==> src/rtl/demux_1x4_reg_if.sv <==
// Producer/consumer bundle for the registered 1-to-4 demux.
// master drives the word and the consumer READY bits; slave is the demux.
interface demux_1x4_reg_if #(
   parameter int W  = 4,
   parameter int CW = 8
);
   logic [W-1:0]  X;
   logic [1:0]    S;
   logic          X_VALID;
   logic          X_READY;
   logic [W-1:0]  A;
   logic [W-1:0]  B;
   logic [W-1:0]  C;
   logic [W-1:0]  D;
   logic [3:0]    VALID;
   logic [3:0]    READY;
   logic [CW-1:0] CNT;

   modport master (
      output X, S, X_VALID, READY,
      input  X_READY, A, B, C, D, VALID, CNT
   );

   modport slave (
      input  X, S, X_VALID, READY,
      output X_READY, A, B, C, D, VALID, CNT
   );
endinterface

==> src/rtl/demux_1x4_reg.sv <==
// Registered 1-to-4 demux: steers X to channel S into a one-entry holding register per channel.
// One cycle latency; a stalled channel only blocks words addressed to it.
module demux_1x4_reg #(
   parameter int W  = 4,
   parameter int CW = 8
) (
   input logic            clk,
   input logic            rst_n,
   demux_1x4_reg_if.slave bus
);
   typedef enum logic {
      EMPTY = 1'b0,
      FULL  = 1'b1
   } ch_state_t;

   ch_state_t     state      [4];
   ch_state_t     state_next [4];
   logic [W-1:0]  dat        [4];
   logic [CW-1:0] cnt;
   logic [3:0]    full;
   logic [3:0]    load;
   logic [3:0]    drain;
   logic          accept;

   always_comb begin
      full = '0;
      for (int k = 0; k < 4; k++) begin
         full[k] = (state[k] == FULL);
      end
   end

   // Readiness looks only at the addressed channel, so other stalls never leak in.
   assign bus.X_READY = rst_n & (~full[bus.S] | bus.READY[bus.S]);
   assign accept      = bus.X_VALID & bus.X_READY;

   always_comb begin
      load  = '0;
      drain = '0;
      for (int k = 0; k < 4; k++) begin
         load[k]  = accept & (bus.S == 2'(k));
         drain[k] = full[k] & bus.READY[k];
      end
   end

   always_comb begin
      for (int k = 0; k < 4; k++) begin
         state_next[k] = state[k];
         case (state[k])
            EMPTY:   if (load[k]) state_next[k] = FULL;
            FULL:    if (drain[k] && !load[k]) state_next[k] = EMPTY;
            default: state_next[k] = EMPTY;
         endcase
      end
   end

   always_ff @(posedge clk or negedge rst_n) begin
      if (!rst_n) begin
         for (int k = 0; k < 4; k++) begin
            state[k] <= EMPTY;
            dat[k]   <= '0;
         end
         cnt <= '0;
      end else begin
         for (int k = 0; k < 4; k++) begin
            state[k] <= state_next[k];
            // Data is kept after a drain; only a new load replaces it.
            if (load[k]) dat[k] <= bus.X;
         end
         if (accept) cnt <= cnt + CW'(1);
      end
   end

   assign bus.A     = dat[0];
   assign bus.B     = dat[1];
   assign bus.C     = dat[2];
   assign bus.D     = dat[3];
   assign bus.VALID = full;
   assign bus.CNT   = cnt;
endmodule

==> src/flat_wrapper.sv <==
// flat-port wrapper written by rule: the top's interface ports become plain ports
module demux_1x4_reg_flat 
#(
   parameter int W  = 4,
   parameter int CW = 8
)
  (clk, rst_n, bus_X, bus_S, bus_X_VALID, bus_READY, bus_X_READY, bus_A, bus_B, bus_C, bus_D, bus_VALID, bus_CNT);
  demux_1x4_reg_if #(.W(W), .CW(CW)) bus_i ();
  input logic clk;
  input logic rst_n;
  input wire logic [$bits(bus_i.X)-1:0] bus_X;
  input wire logic [$bits(bus_i.S)-1:0] bus_S;
  input wire logic [$bits(bus_i.X_VALID)-1:0] bus_X_VALID;
  input wire logic [$bits(bus_i.READY)-1:0] bus_READY;
  output wire logic [$bits(bus_i.X_READY)-1:0] bus_X_READY;
  output wire logic [$bits(bus_i.A)-1:0] bus_A;
  output wire logic [$bits(bus_i.B)-1:0] bus_B;
  output wire logic [$bits(bus_i.C)-1:0] bus_C;
  output wire logic [$bits(bus_i.D)-1:0] bus_D;
  output wire logic [$bits(bus_i.VALID)-1:0] bus_VALID;
  output wire logic [$bits(bus_i.CNT)-1:0] bus_CNT;
  assign bus_i.X = bus_X;
  assign bus_i.S = bus_S;
  assign bus_i.X_VALID = bus_X_VALID;
  assign bus_i.READY = bus_READY;
  assign bus_X_READY = bus_i.X_READY;
  assign bus_A = bus_i.A;
  assign bus_B = bus_i.B;
  assign bus_C = bus_i.C;
  assign bus_D = bus_i.D;
  assign bus_VALID = bus_i.VALID;
  assign bus_CNT = bus_i.CNT;
  demux_1x4_reg #(.W(W), .CW(CW)) u_core (.clk(clk), .rst_n(rst_n), .bus(bus_i));
endmodule
==> config.mk <==
export PLATFORM = sky130hd
export DESIGN_NAME = demux_1x4_reg_flat
export DESIGN_NICKNAME = d
export VERILOG_FILES = /design/src/rtl/demux_1x4_reg_if.sv /design/src/rtl/demux_1x4_reg.sv /design/src/flat_wrapper.sv
export SDC_FILE = /design/constraint.sdc
export NUM_CORES = 1
export LEC_CHECK = 0
export ABC_AREA = 1
export CORE_MARGIN = 2
export CORE_UTILIZATION = 47
export CTS_BUF_LIST = sky130_fd_sc_hd__clkbuf_2
export DETAILED_ROUTE_END_ITERATION = 8
export PLACE_DENSITY = 0.81
export SYNTH_ARGS = -nofsm -noshare
export SYNTH_HDL_FRONTEND = slang
export SYNTH_SLANG_ARGS = --single-unit
export TNS_END_PERCENT = 20
==> constraint.sdc <==
create_clock -name clk -period 1.5 [get_ports clk]
set_clock_uncertainty 0.05 [all_clocks]
set_input_delay 0.225 -clock clk [delete_from_list [all_inputs] [get_ports clk]]
set_output_delay 0.225 -clock clk [all_outputs]
set_load 0.005 [all_outputs]
# Word-level counts from Yosys, hierarchy flattened
# Cells that the tools add are included.
dict set report word_totals {
  regBits 28
  inputBits 13
  out_inout_bits 29
  wordCells 55
}
dict set report op_classes {
  addsub 1
  order_cmp 1
  eq_ne 3
  mux 16
  bitwise 16
  reduce_logical 9
}
# operator count
set ops {}
lappend ops {{1-bit bitwise AND} 10}
lappend ops {{1-bit two-way mux} 10}
lappend ops {{8-bit by 1-bit adder with 8-bit output (second input constant)} 1}
lappend ops {{1-bit case mux with 2 select lines} 4}
lappend ops {{1-bit inverter} 5}
lappend ops {{1-bit binary-select mux with 2-bit select} 2}
lappend ops {{2-bit equality test (second input constant)} 2}
lappend ops {{1-bit logical AND} 4}
lappend ops {{1-bit logical NOT} 4}
lappend ops {{2-bit by 3-bit less-than comparator with 1-bit output (second input constant)} 1}
lappend ops {{2-bit by 1-bit equality test with 1-bit output (second input constant)} 1}
lappend ops {{2-bit logical NOT} 1}
lappend ops {{1-bit OR} 1}

# Logic depth before layout (Yosys ltp)
dict set report depth {
  word_depth 11
  mapped_depth 11
  ltp_nobuf 10
}

# Worst setup path before layout
# No wires, ideal clock.
dict set report synth_timing {
  path_type {input-to-reg}
  startpoint {in bus_S[0]}
  endpoint {reg u_core.cnt[2] (netlist: u_core.bus.CNT[2])}
  setup_ns 0.123
  t_arrival_ns 1.110
  t_required_ns 1.327
  slack_ns 0.217
  stages 10
  path_buffers 2
  path_cell_list {buf_4 nor2_2 nand2_1 nand2_1 nor2_2 nand2_4 nand3_4 buf_6 nand2_1 o21ai_1}
}
dict set report synth_between {
  elab_chain_cells 6
  word_cells_on_any_way 8
  classes_between {mux: 4; bitwise: 4}
}
# item line_no
set synth_rtl {}
lappend synth_rtl {{start: declaration} flat_wrapper.sv:12} ;# input wire logic [$bits(bus_i.S)-1:0] bus_S;
lappend synth_rtl {{1-bit binary-select mux with 2-bit select} demux_1x4_reg.sv:33} ;# assign bus.X_READY = rst_n & (~full[bus.S] | bus.READY[bus.S]);
lappend synth_rtl {{1-bit two-way mux (implied by the code)} demux_1x4_reg.sv:33}
lappend synth_rtl {{1-bit inverter} demux_1x4_reg.sv:33}
lappend synth_rtl {{1-bit OR *} demux_1x4_reg.sv:33}
lappend synth_rtl {{1-bit bitwise AND *} demux_1x4_reg.sv:33}
lappend synth_rtl {{1-bit bitwise AND *} demux_1x4_reg.sv:34} ;# assign accept = bus.X_VALID & bus.X_READY;
lappend synth_rtl {{end signal: assignment} demux_1x4_reg.sv:69} ;# if (accept) cnt <= cnt + CW'(1);
lappend synth_rtl {{end: declaration} demux_1x4_reg.sv:19} ;# logic [CW-1:0] cnt;
# Mark *: on every way between the ends. The rest lies on a longest branch, timed or not. The select of a mux whose other input is x is not followed.
# A chain may end at the register's enable or synchronous reset.

# Worst setup path in the final report
dict set report layout_timing {
  startpoint {reg u_core.state, in the netlist u_core.bus.VALID[3]}
  endpoint {out bus_X_READY}
}
dict set report layout_between {
  elab_chain_cells 5
}
# item line_no
set layout_rtl {}
lappend layout_rtl {{start: declaration} demux_1x4_reg.sv:16} ;# ch_state_t state [4];
lappend layout_rtl {{start signal: indexed assignment} demux_1x4_reg.sv:65} ;# state[k] <= state_next[k];
lappend layout_rtl {{1-bit binary-select mux with 2-bit select} demux_1x4_reg.sv:33}
lappend layout_rtl {{1-bit two-way mux (implied by the code)} demux_1x4_reg.sv:33}
lappend layout_rtl {{1-bit inverter} demux_1x4_reg.sv:33}
lappend layout_rtl {{1-bit OR} demux_1x4_reg.sv:33}
lappend layout_rtl {{1-bit bitwise AND} demux_1x4_reg.sv:33}
lappend layout_rtl {{end: declaration} flat_wrapper.sv:15} ;# output wire logic [$bits(bus_i.X_READY)-1:0] bus_X_READY;
# Every way passes these cells. The select of a mux whose other input is x is not followed.

==> impl_metrics.csv <==
group,metric,value,unit
status,status,"finished with violations",
status,violations,"negative setup slack",
floorplan,core-area,0.002710,mm^2
timing,maxSlewViolCount,0,
placement,placed_area,0.001892,mm^2
clocking,cts_num_sinks,28,
critical_path,arrival,1.35,ns
placement,gp_congestion,0.8887,
placement,place_hpwl,2572,um
routing,avgViaCountPerCell,4.992,
synthesis,ys.flop_type,"dfrtp_1",
cells_and_area,final_area,0.001971,mm^2
placement,io_buffers,41,
synthesis,synth-seq-cells,28,
clocking,cts_inserted_buffers,3,
floorplan,die_w,57.02,um
critical_path,crit_type,"reg -> out",
synthesis,syn_nets,173,
timing,worstMarginPinSlew,0.3072,ns
floorplan,dieArea,0.003251,mm^2
timing,period_share,108.4,%
critical_path,critical_path.startpoint,"u_core.bus.VALID[3]$_DFF_PN0_",
routing,drt_iter0_drc,54,
synthesis,ys_types,19,
synthesis,yosysWarnings,0,
routing,num_vias,1278,
floorplan,rows,19,
cells_and_area,final_nets,240,
critical_path,cp_data_required_time,1.22,ns
critical_path,reg2reg_from,"u_core.bus.VALID[3]$_DFF_PN0_",
flow_run,cap_violations,0,
routing,drcViolationCount,0,
floorplan,top_level_ports,42,
clocking,clkTransAtPathRegs,0.24,ns
synthesis,syn_avg_cell_area,8.310,um^2
cells_and_area,layout-drive-gt1-share,20.89,%
clocking,cts_tree,"built",
placement,place_ws,-0.8308,ns
global_routing,track_usage,23.18,%
synthesis,synth_area_leaders,"dfrtp_1 (53%), nand2_1 (20%), inv_1 (3.7%)",
clocking,cts_root_buf,"clkbuf_2",
critical_path,path_max_fanout,2,
timing,setup_violations,25,
synthesis,synth_top_area_cell,"dfrtp_1",
routing,wl_per_cell,13.55,um
floorplan,initial_core_util,48.75,%
synthesis,ys_seq_area_share,53.03,%
global_routing,antenna_found_initial,0,
timing,rsz0062_at_grt,"yes",
routing,first_pass_iters,4,
floorplan,die_h,57.02,um
critical_path,start_kind,"flop",
global_routing,grt_pass1_wl,5823,um
global_routing,gr-total-overflow,0,
pwr,peakVddDrop,0.8574,mV
timing,fmax,614.8,MHz
routing,drtAntennaViolNets,0,
synthesis,synth_edf_count,0,
cells_and_area,diodes,0,
clocking,cts_htree_levels,1,
cells_and_area,area_growth,49.15,%
timing,fin_crit,1.627,ns
synthesis,synth_top_area_share,53.03,%
synthesis,synthCells,159,
synthesis,synth_area,0.001321,mm^2
pwr,power.density,1135,mW/mm^2
timing,finalHoldViolations,0,
clocking,cts_hold_buf,0,
min_path,hold_path_class,"in -> async",
clocking,clock_latency,0.35,ns
timing,slew_headroom,79.52,%
critical_path,end_kind,"output port",
pwr,power.leakage,1.046,nW
synthesis,synthArstFlopShare,100.0,%
global_routing,grt_pass1_vias,1271,
clocking,cts_buffer_depth,2,
routing,wirelength,3468,um
global_routing,grt_max_degree,25,
timing,setup_slack,-0.1266,ns
cell type report:
cell class / count / area, um^2
Timing Repair Buffer: 64 / 559.3
Fill cell: 216 / 739.5
Tap cell: 31 / 38.79
Clock buffer: 3 / 15.01
Inverter: 15 / 56.30
Multi-Input combinational cell: 114 / 596.8
Sequential cell: 28 / 700.7
Clock inverter: 1 / 3.754
cells by family (layout without fill, tap and decap cells):
| group | after synthesis | in the layout | share of synthesized area [%] |
|---|---|---|---|
| compound gates | 11 | 11 | 4.356 |
| xor+xnor | 7 | 7 | 4.640 |
| fa+ha+maj | 1 | 1 | 0.9468 |
| buf+inv | 17 | 83 | 5.682 |
| flops | 28 | 28 | 53.03 |
| simple gates | 95 | 95 | 31.34 |
placed cells by master, fill, tap and decap left out:
master           instances
a21boi_2                 1
buf_12                   1
buf_2                    1
buf_4                   21
buf_6                    1
clkbuf_2                 3
clkdlybuf4s15_1          2
clkdlybuf4s50_1         10
clkinv_1                 1
dfrtp_1                 28
dlygate4sd2_1           28
ha_1                     1
inv_1                   13
inv_2                    2
nand2_1                 65
nand2_2                  6
nand2_8                  1
nand3_1                  6
nand3_2                  1
nand3_4                  1
nand4_1                  4
nor2_1                   3
nor2_2                   4
nor2_4                   2
nor3_1                   1
nor3_2                   1
o21ai_0                  2
o21ai_1                  7
o21ai_2                  1
xnor2_1                  4
xor2_1                   3
repair_timing:
action | in CTS | in global routing
buffers inserted | 6 | 2
setup endpoints to repair | 57 | 29
cloned | 0 | 0
pin swaps | 5 | 10
endpoints found under the hold margin | 0 | 0
resized for setup | 37 | 16
metrics by stage:
step	hold slack [ns]	total power, mW	util, %	TNS [ns]	std cells
detailed placement	0.4142	2.000	69.81	-15.59	246
global placement	0.4145	1.951	69.81	-11.78	246
global route	0.07826	2.406	72.71	-4.121	256
CTS	0.1606	2.191	70.54	-0.1085	255
floorplan	-0.1206	1.431	-	0	159
finish	0.1348	2.236	72.71	-1.396	256
critical path: stages, from the launching register on:
cell	delay (ns)
dfrtp_1	0.43
nand2_1	0.07
nand2_1	0.07
nand2_1	0.08
nand2_2	0.08
a21boi_2	0.16
buf_2	0.13
registers in the layout (all words and copies together), names as in the netlist:
signal,flops
u_core.bus.D,4
u_core.bus.CNT,8
u_core.bus.B,4
u_core.bus.VALID,4
u_core.bus.C,4
u_core.bus.A,4
layer usage:
metal	part of all wire (%)	track usage (%)
met3	4.0	4.082
met2	53	39.24
met5	0	0
met4	2.0	7.973
met1	41	30.23
cell usage after synthesis (2+ instances only):
cell type / n
xnor2_1: 4
nand4_1: 4
nor2_1: 3
nor3_1: 2
inv_1: 13
nand2_1: 71
o21ai_0: 4
o21ai_1: 6
inv_2: 2
xor2_1: 3
dfrtp_1: 28
nor2_2: 6
nand3_1: 7
final timing paths:
kind                                            endpoint  slack, ns  depth (start not counted)
setup / recovery                             bus_X_READY      -0.13                          6
hold / removal             u_core.bus.VALID[0]$_DFF_PN0_       0.13                          2
setup reg to reg           u_core.bus.CNT[0]$_DFFE_PN0P_      -0.10                         10
hold reg to reg              u_core.bus.C[1]$_DFFE_PN0P_       0.46                          2
max in group asynchronous    u_core.bus.D[1]$_DFFE_PN0P_       0.75                          3
min in group clk           u_core.bus.VALID[3]$_DFF_PN0_       0.38                          2
power breakdown:
| group | internal [mW] | total [mW] | switching (mW) |
|---|---|---|---|
| Clock | 0.0579 | 0.266 | 0.208 |
| Combinational | 0.472 | 0.885 | 0.412 |
| Sequential | 0.935 | 1.09 | 0.151 |
Note: power is estimated with default switching activity, not from simulation.
